==> src/rtl/fetch_ctrl_pkg.sv <==
// Shared pipeline types for the fetch front end.
// Holds the fetch bundle, fetch FSM states and reset PC.
package fetch_ctrl_pkg;

  localparam logic [63:0] FETCH_RESET_PC =
    64'h0000_0000_8000_0000;

  typedef struct packed {
    logic [31:0] raw_instr;
    logic [63:0] pc;
  } fetch_data_t;

  typedef enum logic [1:0] {
    IDLE,
    FETCH,
    VALID,
    DROP
  } fetch_state_t;

endpackage

==> src/rtl/fetch_ctrl_if.sv <==
// Instruction bus, redirect and decode handshake
// bundle seen by the fetch sequencer.
interface fetch_ctrl_if;
  import fetch_ctrl_pkg::*;

  logic        ireq_valid;
  logic [63:0] ireq_addr;
  logic        iresp_data_ok;
  logic [31:0] iresp_data;
  logic        redirect_valid;
  logic [63:0] redirect_pc;
  logic        out_valid;
  logic        out_ready;
  fetch_data_t out_data;

  modport master (
    output ireq_valid,
    output ireq_addr,
    input  iresp_data_ok,
    input  iresp_data,
    input  redirect_valid,
    input  redirect_pc,
    output out_valid,
    input  out_ready,
    output out_data
  );

  modport slave (
    input  ireq_valid,
    input  ireq_addr,
    output iresp_data_ok,
    output iresp_data,
    output redirect_valid,
    output redirect_pc,
    input  out_valid,
    output out_ready,
    input  out_data
  );

endinterface

==> src/rtl/fetch_ctrl.sv <==
// Instruction-fetch sequencer: one outstanding request,
// single-entry decode buffer, redirect with stale drop.
module fetch_ctrl
  import fetch_ctrl_pkg::*;
#(
  parameter logic [63:0] RESET_PC = FETCH_RESET_PC
) (
  input logic          clk,
  input logic          reset,
  fetch_ctrl_if.master bus
);

  fetch_state_t state, state_n;
  logic [63:0]  pc_q, pc_n;
  logic [63:0]  req_q, req_n;
  fetch_data_t  buf_q, buf_n;
  logic [63:0]  tgt;
  logic         ok;
  logic         rdir;

  assign tgt  = bus.redirect_pc & ~64'h3;
  assign ok   = bus.iresp_data_ok;
  assign rdir = bus.redirect_valid;

  always_ff @(posedge clk or posedge reset) begin
    if (reset) begin
      state <= IDLE;
      pc_q  <= RESET_PC;
      req_q <= '0;
      buf_q <= '0;
    end else begin
      state <= state_n;
      pc_q  <= pc_n;
      req_q <= req_n;
      buf_q <= buf_n;
    end
  end

  always_comb begin
    state_n = state;
    pc_n    = pc_q;
    req_n   = req_q;
    buf_n   = buf_q;
    unique case (state)
      IDLE: begin
        state_n = FETCH;
        if (rdir) begin
          pc_n  = tgt;
          req_n = tgt;
        end else begin
          req_n = pc_q;
        end
      end
      FETCH: begin
        if (ok && rdir) begin
          pc_n  = tgt;
          req_n = tgt;
        end else if (ok) begin
          buf_n   = '{raw_instr: bus.iresp_data,
                      pc:        req_q};
          pc_n    = req_q + 64'd4;
          state_n = VALID;
        end else if (rdir) begin
          pc_n    = tgt;
          state_n = DROP;
        end
      end
      DROP: begin
        // Stale request stays on the bus until it retires.
        if (ok && rdir) begin
          pc_n    = tgt;
          req_n   = tgt;
          state_n = FETCH;
        end else if (ok) begin
          req_n   = pc_q;
          state_n = FETCH;
        end else if (rdir) begin
          pc_n = tgt;
        end
      end
      VALID: begin
        if (rdir) begin
          pc_n    = tgt;
          req_n   = tgt;
          state_n = FETCH;
        end else if (bus.out_ready) begin
          req_n   = pc_q;
          state_n = FETCH;
        end
      end
      default: state_n = IDLE;
    endcase
  end

  assign bus.ireq_valid = (state == FETCH) ||
                          (state == DROP);
  assign bus.ireq_addr  = req_q;
  assign bus.out_valid  = (state == VALID);
  assign bus.out_data   = buf_q;

endmodule
==> src/flat_wrapper.sv <==
// flat-port wrapper written by rule: the top's interface ports become plain ports
module fetch_ctrl_flat import fetch_ctrl_pkg::*;
#(
  parameter logic [63:0] RESET_PC = FETCH_RESET_PC
)
  (clk, reset, bus_ireq_valid, bus_ireq_addr, bus_iresp_data_ok, bus_iresp_data, bus_redirect_valid, bus_redirect_pc, bus_out_valid, bus_out_ready, bus_out_data);
  fetch_ctrl_if bus_i ();
  input logic clk;
  input logic reset;
  output wire logic [$bits(bus_i.ireq_valid)-1:0] bus_ireq_valid;
  output wire logic [$bits(bus_i.ireq_addr)-1:0] bus_ireq_addr;
  input wire logic [$bits(bus_i.iresp_data_ok)-1:0] bus_iresp_data_ok;
  input wire logic [$bits(bus_i.iresp_data)-1:0] bus_iresp_data;
  input wire logic [$bits(bus_i.redirect_valid)-1:0] bus_redirect_valid;
  input wire logic [$bits(bus_i.redirect_pc)-1:0] bus_redirect_pc;
  output wire logic [$bits(bus_i.out_valid)-1:0] bus_out_valid;
  input wire logic [$bits(bus_i.out_ready)-1:0] bus_out_ready;
  output wire logic [$bits(bus_i.out_data)-1:0] bus_out_data;
  assign bus_ireq_valid = bus_i.ireq_valid;
  assign bus_ireq_addr = bus_i.ireq_addr;
  assign bus_i.iresp_data_ok = bus_iresp_data_ok;
  assign bus_i.iresp_data = bus_iresp_data;
  assign bus_i.redirect_valid = bus_redirect_valid;
  assign bus_i.redirect_pc = bus_redirect_pc;
  assign bus_out_valid = bus_i.out_valid;
  assign bus_i.out_ready = bus_out_ready;
  assign bus_out_data = bus_i.out_data;
  fetch_ctrl #(.RESET_PC(RESET_PC)) u_core (.clk(clk), .reset(reset), .bus(bus_i));
endmodule
==> config.mk <==
export PLATFORM = sky130hd
export DESIGN_NAME = fetch_ctrl_flat
export DESIGN_NICKNAME = d
export VERILOG_FILES = /design/src/rtl/fetch_ctrl_pkg.sv /design/src/rtl/fetch_ctrl_if.sv /design/src/rtl/fetch_ctrl.sv /design/src/flat_wrapper.sv
export SDC_FILE = /design/constraint.sdc
export NUM_CORES = 1
export LEC_CHECK = 0
export BUFFER_PORTS_ARGS = -buffer_cell sky130_fd_sc_hd__buf_2
export CAP_MARGIN = 40
export CORE_ASPECT_RATIO = 1.1
export CORE_MARGIN = 2
export CORE_UTILIZATION = 35
export DETAILED_ROUTE_END_ITERATION = 8
export SLEW_MARGIN = 30
export SYNTH_ARGS = -nofsm -noshare
export SYNTH_HDL_FRONTEND = slang
export SYNTH_SLANG_ARGS = --single-unit
==> constraint.sdc <==
create_clock -name clk -period 27.8 [get_ports clk]
set_input_delay 8.34 -clock clk [delete_from_list [all_inputs] [get_ports clk]]
set_output_delay 8.34 -clock clk [all_outputs]
set_load 0.01 [all_outputs]
==> metrics.md, run 1 <==
| Metric | Value |
|---|---|
| Final Hold Vio Count | `0` |
| Crit path max fanout | `69` |
| Post-synth EDFFs | `0` |
| CP peak stage delay | `around 750 ps` |
| Post-synthesis mux area share | `0.0555` |
| RR Startpoint | `u_core.state[0]` |
| Number of CTS-inserted buffers | `27` |
| Initial Util | `0.354` |
| Synth async-reset ratio | `1.00` |
| Hold Startpoint | `u_core.bus.out_data[77]` |
| Vias per std cell | `5.54` |
| Fmax | `0.0954 GHz` |
| Routed Antenna Nets | `0` |
| Endpoint type of the worst setup path | `flip-flop` |
| Cell Chain, Critical Path | `buf_2 > nand2_1 > or2_2 > or2_4 > buf_4 > or4_1 > nand3_1` |
| Req. time, crit path | `28230 ps` |
| Leakage Power | `roughly 0.007 uW` |
| Chip Width | `184 um` |
| Status | `finished clean` |
| Vias in the first global route | `11000` |
| Longest Clk Path Bufs | `3` |
| IO buf count | `260` |
| Max Clock Skew | `10.1 ps` |
| Gate Count Post-Synth | `1439` |
| Max-Cap Viols | `0` |
| Post-DP HPWL | `26000 um` |
| IO Pins | `263` |
| Crit path launch | `bus_iresp_data_ok` |
| Filler Cell Count | `3570` |
| Largest net degree at the start of global routing | `just under 100` |
| Mean Syn Cell Area | `8.64 um2` |
| Routability cong. | `0.790` |
| Die height | `202 um` |
| # hold bufs at CTS | `0` |
| Crit path buffers/inverters | `2` |
| Via count | `11600` |
| Drt drc | `0` |
| Syn Nets | `1541` |
| Fin util | `0.430` |
| Clock Latency Late Sink | `approximately 550 ps` |
| Nets@finish | `approximately 1700` |
| RSZ-0062 raised after global routing | `no` |
| Final setup vio count | `0` |
| Worst path arrival time | `10910 ps` |
| WS Path Type | `input pin to flip-flop` |
| Max_slew headroom | `0.444` |
| Max-slew violations | `0` |
| CP delay by family, top | `simple AND/OR/NAND/NOR gates` |
| Yosys warnings | `0` |
| Root Driver | `clkbuf_16` |
| Final TNS setup | `0 ps` |
| Post-synthesis compound-gate area fraction | `0.200` |
| Core ar. | `35100 um2` |
| HP Class | `flip-flop to flip-flop` |
| Largest family of logic cells by synthesized area | `simple AND/OR/NAND/NOR gates` |
| Layout cells sized above 1 | `0.218` |
| Clock-pin transition on the worst setup and hold timing paths | `60 ps` |
| Minimum clock period | `approximately 10000 ps` |
| Synth-to-Final Area Change | `21.6%` |
| Detailed Route WL | `just over 40000 um` |
| VDD IR-drop max | `0.0435 mV` |
| Initial antenna violation count | `11` |
| CTS Sinks | `226` |
| Synthesis-stage register bit count | `about 230` |
| First-pass GRT wire length | `63100 um` |
| FP Rows | `72` |
| Top_reg_cell synth | `dfrtp_1` |
| Gr ovfl total | `0` |
| Htree depth | `1` |
| CTS tree | `built` |
| Worst slew pin tran | `834 ps` |
| Tot GR Track Use | `0.215` |
| Register area share after synthesis | `0.455` |
| Adder-cell area share of the yosys netlist | `0.00101` |
| Critical-path top delay cell | `buf_4` |
| Unique masters post-synth | `51` |
| Die ar. | `37100 um2` |
| Post-synthesis simple-gate area fraction | `0.209` |
| Period utilisation layout | `0.377` |
| Syn Std Cell Area | `about 12000 um2` |
| Post_cts resized | `0` |
| Synth Area in XOR/XNOR | `0.0394` |
| Drt first pass iters | `5` |
| Startpoint types | `input pin` |
| Routed wire per std cell | `19.3 um` |
| Post-CTS setup buffer count | `0` |
| Initial drt markers | `a little under 900` |
| Pwr Density | `80.2 nW/um2` |
==> stage by stage <==
stage | power [uW] | std cells | hold slack [ps] | instance area, um2 | setup WS (ps)
detailed placement | 849 | 2042 | 457 | 14100 | 16700
floorplan | 695 | 1439 | 502 | 12400 | 13270
global placement | 834 | 2036 | 453 | 14000 | 16490
finish | 1210 | 2100 | 465 | 15100 | 17320
CTS | 1230 | 2091 | 472 | 15100 | 17290
global route | 1290 | 2098 | 490 | 15100 | 17110
==> cells in the mapped netlist, types with 2 or more instances <==
master	instances	area, um2
clkbuf_1	108	405
nand4_1	17	106
xnor2_1	35	307
dfrtp_1	225	5630
nor3_1	14	70.1
nor4_1	7	43.8
nor2_1	28	105
or3_1	3	18.8
o21ai_0	199	996
nand4_2	3	37.5
or2_2	2	12.5
nor4_2	2	25.0
buf_2	7	35.0
o211ai_1	2	15.0
nor3b_1	11	82.6
and4_1	9	78.8
buf_1	5	18.8
xor2_1	21	184
nor2b_1	16	100
o221ai_1	122	1070
nand2_1	411	1540
nor4_4	4	85.1
o31ai_1	4	30.0
and3_1	6	37.5
nand2b_1	4	25.0
a21oi_1	22	110
inv_1	7	26.3
o21ai_1	2	10.0
mux2i_1	69	691
a21o_1	2	15.0
clkbuf_2	3	15.0
a22oi_1	24	180
nand3_1	27	135
==> cell families after synthesis <==
logic type | count (synthesis)
simple gates | 573
compound gates | 384
flops | 226
buf+inv | 130
mux | 69
xor+xnor | 56
fa+ha+maj | 1
==> final cells by class <==
class / count / area (um2) / share of cell area
clock buffer: 40 / 825 / 0.0545
sequential: 226 / 5660 / 0.374
antenna: 7 / 17.5 / 0.00116
tap: 444 / 556 / 0.0367
multi-input combinational: 1083 / 6310 / 0.418
timing repair buffer: 284 / 1610 / 0.107
clock inverter: 9 / 101 / 0.00670
inverter: 7 / 33.8 / 0.00223
==> power by group <==
| part | internal [uW] | leakage, uW | switching [uW] |
|---|---|---|---|
| Clock | 223 | 0.000461 | 147 |
| Sequential | 414 | 0.00282 | 98.3 |
| Combinational | 140 | 0.00368 | 191 |
| Total | 776 | 0.00696 | 436 |
==> worst register-to-register path, stage by stage, from the launching register on <==
cell and delay (ps):
dfrtp_4 700, buf_4 520, nand2_1 150, or2_2 580, or2_4 540, buf_4 460, or4_1 650, nand3_1 90
==> cells in the final DEF (no fill, tap or decap), types with 4 or more instances in the layout <==
cell,netlist,routed
buf_4,0,16
nor2_1,28,25
buf_12,0,5
nor3_1,14,14
a22oi_1,24,24
nor3b_1,11,11
a21oi_1,22,22
nand2_1,411,409
xor2_1,21,21
nor2b_1,16,16
nor4_1,7,7
and4_1,9,9
dfrtp_1,225,223
and3_1,6,6
inv_1,7,6
clkbuf_8,0,10
xnor2_1,35,35
o31ai_1,4,4
clkbuf_16,0,27
nand3_1,27,27
mux2i_1,69,69
diode_2,0,7
o21ai_0,199,199
nand4_1,17,17
buf_2,7,259
nor4_4,4,4
clkinv_2,0,5
o221ai_1,122,122
==> registers in the layout, summed over array words and instances (netlist names) <==
name / cells
u_core.state: 2
u_core.bus.ireq_addr: 64
u_core.pc_q: 64
u_core.bus.out_data: 96
==> per-layer routing <==
layer	routed length, um	GRT usage
met5	32	0
met1	17800	0.293
met4	1200	0.0814
met3	2590	0.0351
met2	19000	0.342
==> final timing paths <==
path	end	slack (ps)	depth (start not counted)
min reg2reg	u_core.bus.out_data[77]	470	2
min	u_core.bus.out_data[77]	470	2
max in group asynchronous	u_core.bus.out_data[72]	18590	4
max	u_core.pc_q[29]	17320	7
max reg2reg	u_core.pc_q[29]	24040	7
min in group asynchronous	u_core.bus.out_data[69]	7930	2
(Power assumes the default switching activity.)
==> run 2: changes to the inputs <==
- clock period: 27.8 -> 10.82 ns (I/O delays scaled with it)
==> run 2 against run 1 <==
  * Critical path depth is 3 lower
  * Clock power grew to 2.5 times the previous value
  * Clock-buffer cell count is 4 lower
  * Final area is 0.14% lower
  * Register-to-register slack worse by 17000 ps
  * Critical endpoint is now bus_out_valid
==> metrics.md, run 2 (same netlist as run 1, synthesis figures left out) <==
| Metric | Value |
|---|---|
| Status | `finished clean` |
| Most frequent cells in the layout | `409 x nand2_1, 259 x buf_2, 223 x dfrtp_1, 199 x o21ai_0, 122 x o221ai_1` |
| Gr ovfl total | `0 (unchanged)` |
| Layout cells sized above 1 | `0.215 (-0.00264)` |
| Final TNS setup | `0 ps (unchanged)` |
| VDD IR-drop max | `0.112 mV (+160%)` |
| HP Class | `flip-flop to flip-flop` |
| Root Driver | `clkbuf_16` |
| Detailed Route WL | `40700 um (+0.31%)` |
| Largest register FFs | `96 (unchanged)` |
| Vias per std cell | `5.59 (+0.96%)` |
| Drt first pass iters | `5 (unchanged)` |
| # hold bufs at CTS | `0 (unchanged)` |
| Cell Chain, Critical Path | `buf_4 > buf_12 > nor2b_1 > buf_2` |
| Max-slew violations | `0 (unchanged)` |
| Fmax | `0.180 GHz` |
| Startpoint types | `flip-flop` |
| Crit path launch | `u_core.state[0]` |
| Fin util | `0.430 (-0.000605)` |
| RR Startpoint | `u_core.state[0]` |
| Number of CTS-inserted buffers | `26 (-3.7%)` |
| Endpoint type of the worst setup path | `output port` |
| FP Rows | `72 (unchanged)` |
| Initial antenna violation count | `11 (unchanged)` |
| Post-CTS setup buffer count | `0 (unchanged)` |
| Longest Clk Path Bufs | `3 (unchanged)` |
| Die ar. | `37100 um2 (unchanged)` |
| First-pass GRT wire length | `63800 um (+0.96%)` |
| Initial Util | `0.354 (unchanged)` |
| Clock-pin transition on the worst setup and hold timing paths | `70 ps (about the same)` |
| Final setup vio count | `0 (unchanged)` |
| Crit path max fanout | `50 (-28%)` |
| Nets@finish | `1730 (-0.058%)` |
| Req. time, crit path | `7570 ps (-20660 ps)` |
| Commonest non-fill, non-tap cell in the layout | `nand2_1` |
| WS Path Type | `flip-flop to output port` |
| Worst slew pin tran | `815 ps (-19.4 ps)` |
| Tot GR Track Use | `0.217 (+0.00188)` |
| Htree depth | `1 (unchanged)` |
| Drt drc | `0 (unchanged)` |
| Largest net degree at the start of global routing | `97 (unchanged)` |
| Worst R2R Setup Slack | `6820 ps (-17220 ps)` |
| Synth-to-Final Area Change | `21.4%` |
| Via count | `11700 (+0.87%)` |
| Hold Startpoint | `u_core.bus.out_data[25]` |
| Die height | `202 um (unchanged)` |
| Clock Latency Late Sink | `550 ps (about the same)` |
| Post_cts resized | `0 (unchanged)` |
| Chip Width | `184 um (unchanged)` |
| RSZ-0062 raised after global routing | `no` |
| Minimum clock period | `between 5000 and 6000 ps` |
| Critical-path top delay cell | `dfrtp_4` |
| IO Pins | `263 (unchanged)` |
| Max Clock Skew | `18.9 ps (+8.87 ps)` |
| CTS tree | `built` |
| Core ar. | `35100 um2 (unchanged)` |
| Post-DP HPWL | `25700 um (-1.2%)` |
| Leakage Power | `0.00694 uW (-0.30%)` |
| Final Hold Vio Count | `0 (unchanged)` |
| Worst path arrival time | `2320 ps (-8590 ps)` |
| CTS Sinks | `226 (unchanged)` |
| Max-Cap Viols | `0 (unchanged)` |
| Routed Antenna Nets | `0 (unchanged)` |
| Routed wire per std cell | `19.4 um (+0.40%)` |
| IO buf count | `260 (unchanged)` |
| Vias in the first global route | `11100 (+0.76%)` |
| Routability cong. | `0.782 (-0.97%)` |
| CP peak stage delay | `710 ps (-40 ps)` |
| Design area | `15100 um2 (-0.14%)` |
| Max_slew headroom | `0.457 (+0.0129)` |
| Initial drt markers | `825 (-5.8%)` |
| Placed instance area | `14100 um2 (-0.23%)` |
| Pwr Density | `205 nW/um2 (+160%)` |
| Period utilisation layout | `0.515` |
run 2: area by class of cell:
class	instances	area, um2
diodes	8	20.0
clock buffers	36	749
clock inverters	10	130
fillers	3519	20000
inverters	7	33.8
multi-input cells	1083	6310
flip-flops and latches	226	5660
well taps	444	556
repair buffers	284	1630
run 2: through the flow:
stage	worst slack [ps]	power [uW]	instances	hold slack (ps)
after detailed placement	4810	2180	2040	457
after floorplan	1380	1790	1439	502
after global placement	4620	2140	2036	452
after global routing	5130	3290	2096	487
after CTS	5120	3120	2086	473
final	5250	3090	2098	466
run 2: critical path, delay by kind of cell (launching register included):
kind                   cells  cell delay, ps
and+or+nand+nor            1              70
buffers and inverters      3             970
DFF                        1             710
run 2: power by group:
group	internal, uW	switching, uW
registers	1060	252
clock network	553	370
logic	360	494
run 2: path summary, 6_finish.rpt:
path                       cells past startpoint                       to
max                                            4            bus_out_valid
max reg2reg                                    8          u_core.pc_q[29]
max in group asynchronous                      4  u_core.bus.out_data[39]
min                                            2  u_core.bus.out_data[25]
min in group asynchronous                      2  u_core.bus.out_data[70]
min reg2reg                                    2  u_core.bus.out_data[25]
run 2: routing by layer:
| metal | routed length (um) | global-route usage | vias up | share of wire |
|---|---|---|---|---|
| met1 | 17500 | 0.289 | 5705 | 0.43 |
| met4 | 942 | 0.0711 | 6 | 0.023 |
| met2 | 19300 | 0.354 | 404 | 0.47 |
| li1 | - | - | 5546 | - |
| met5 | 32 | 0 | - | 0.00079 |
| met3 | 2890 | 0.0400 | 71 | 0.071 |
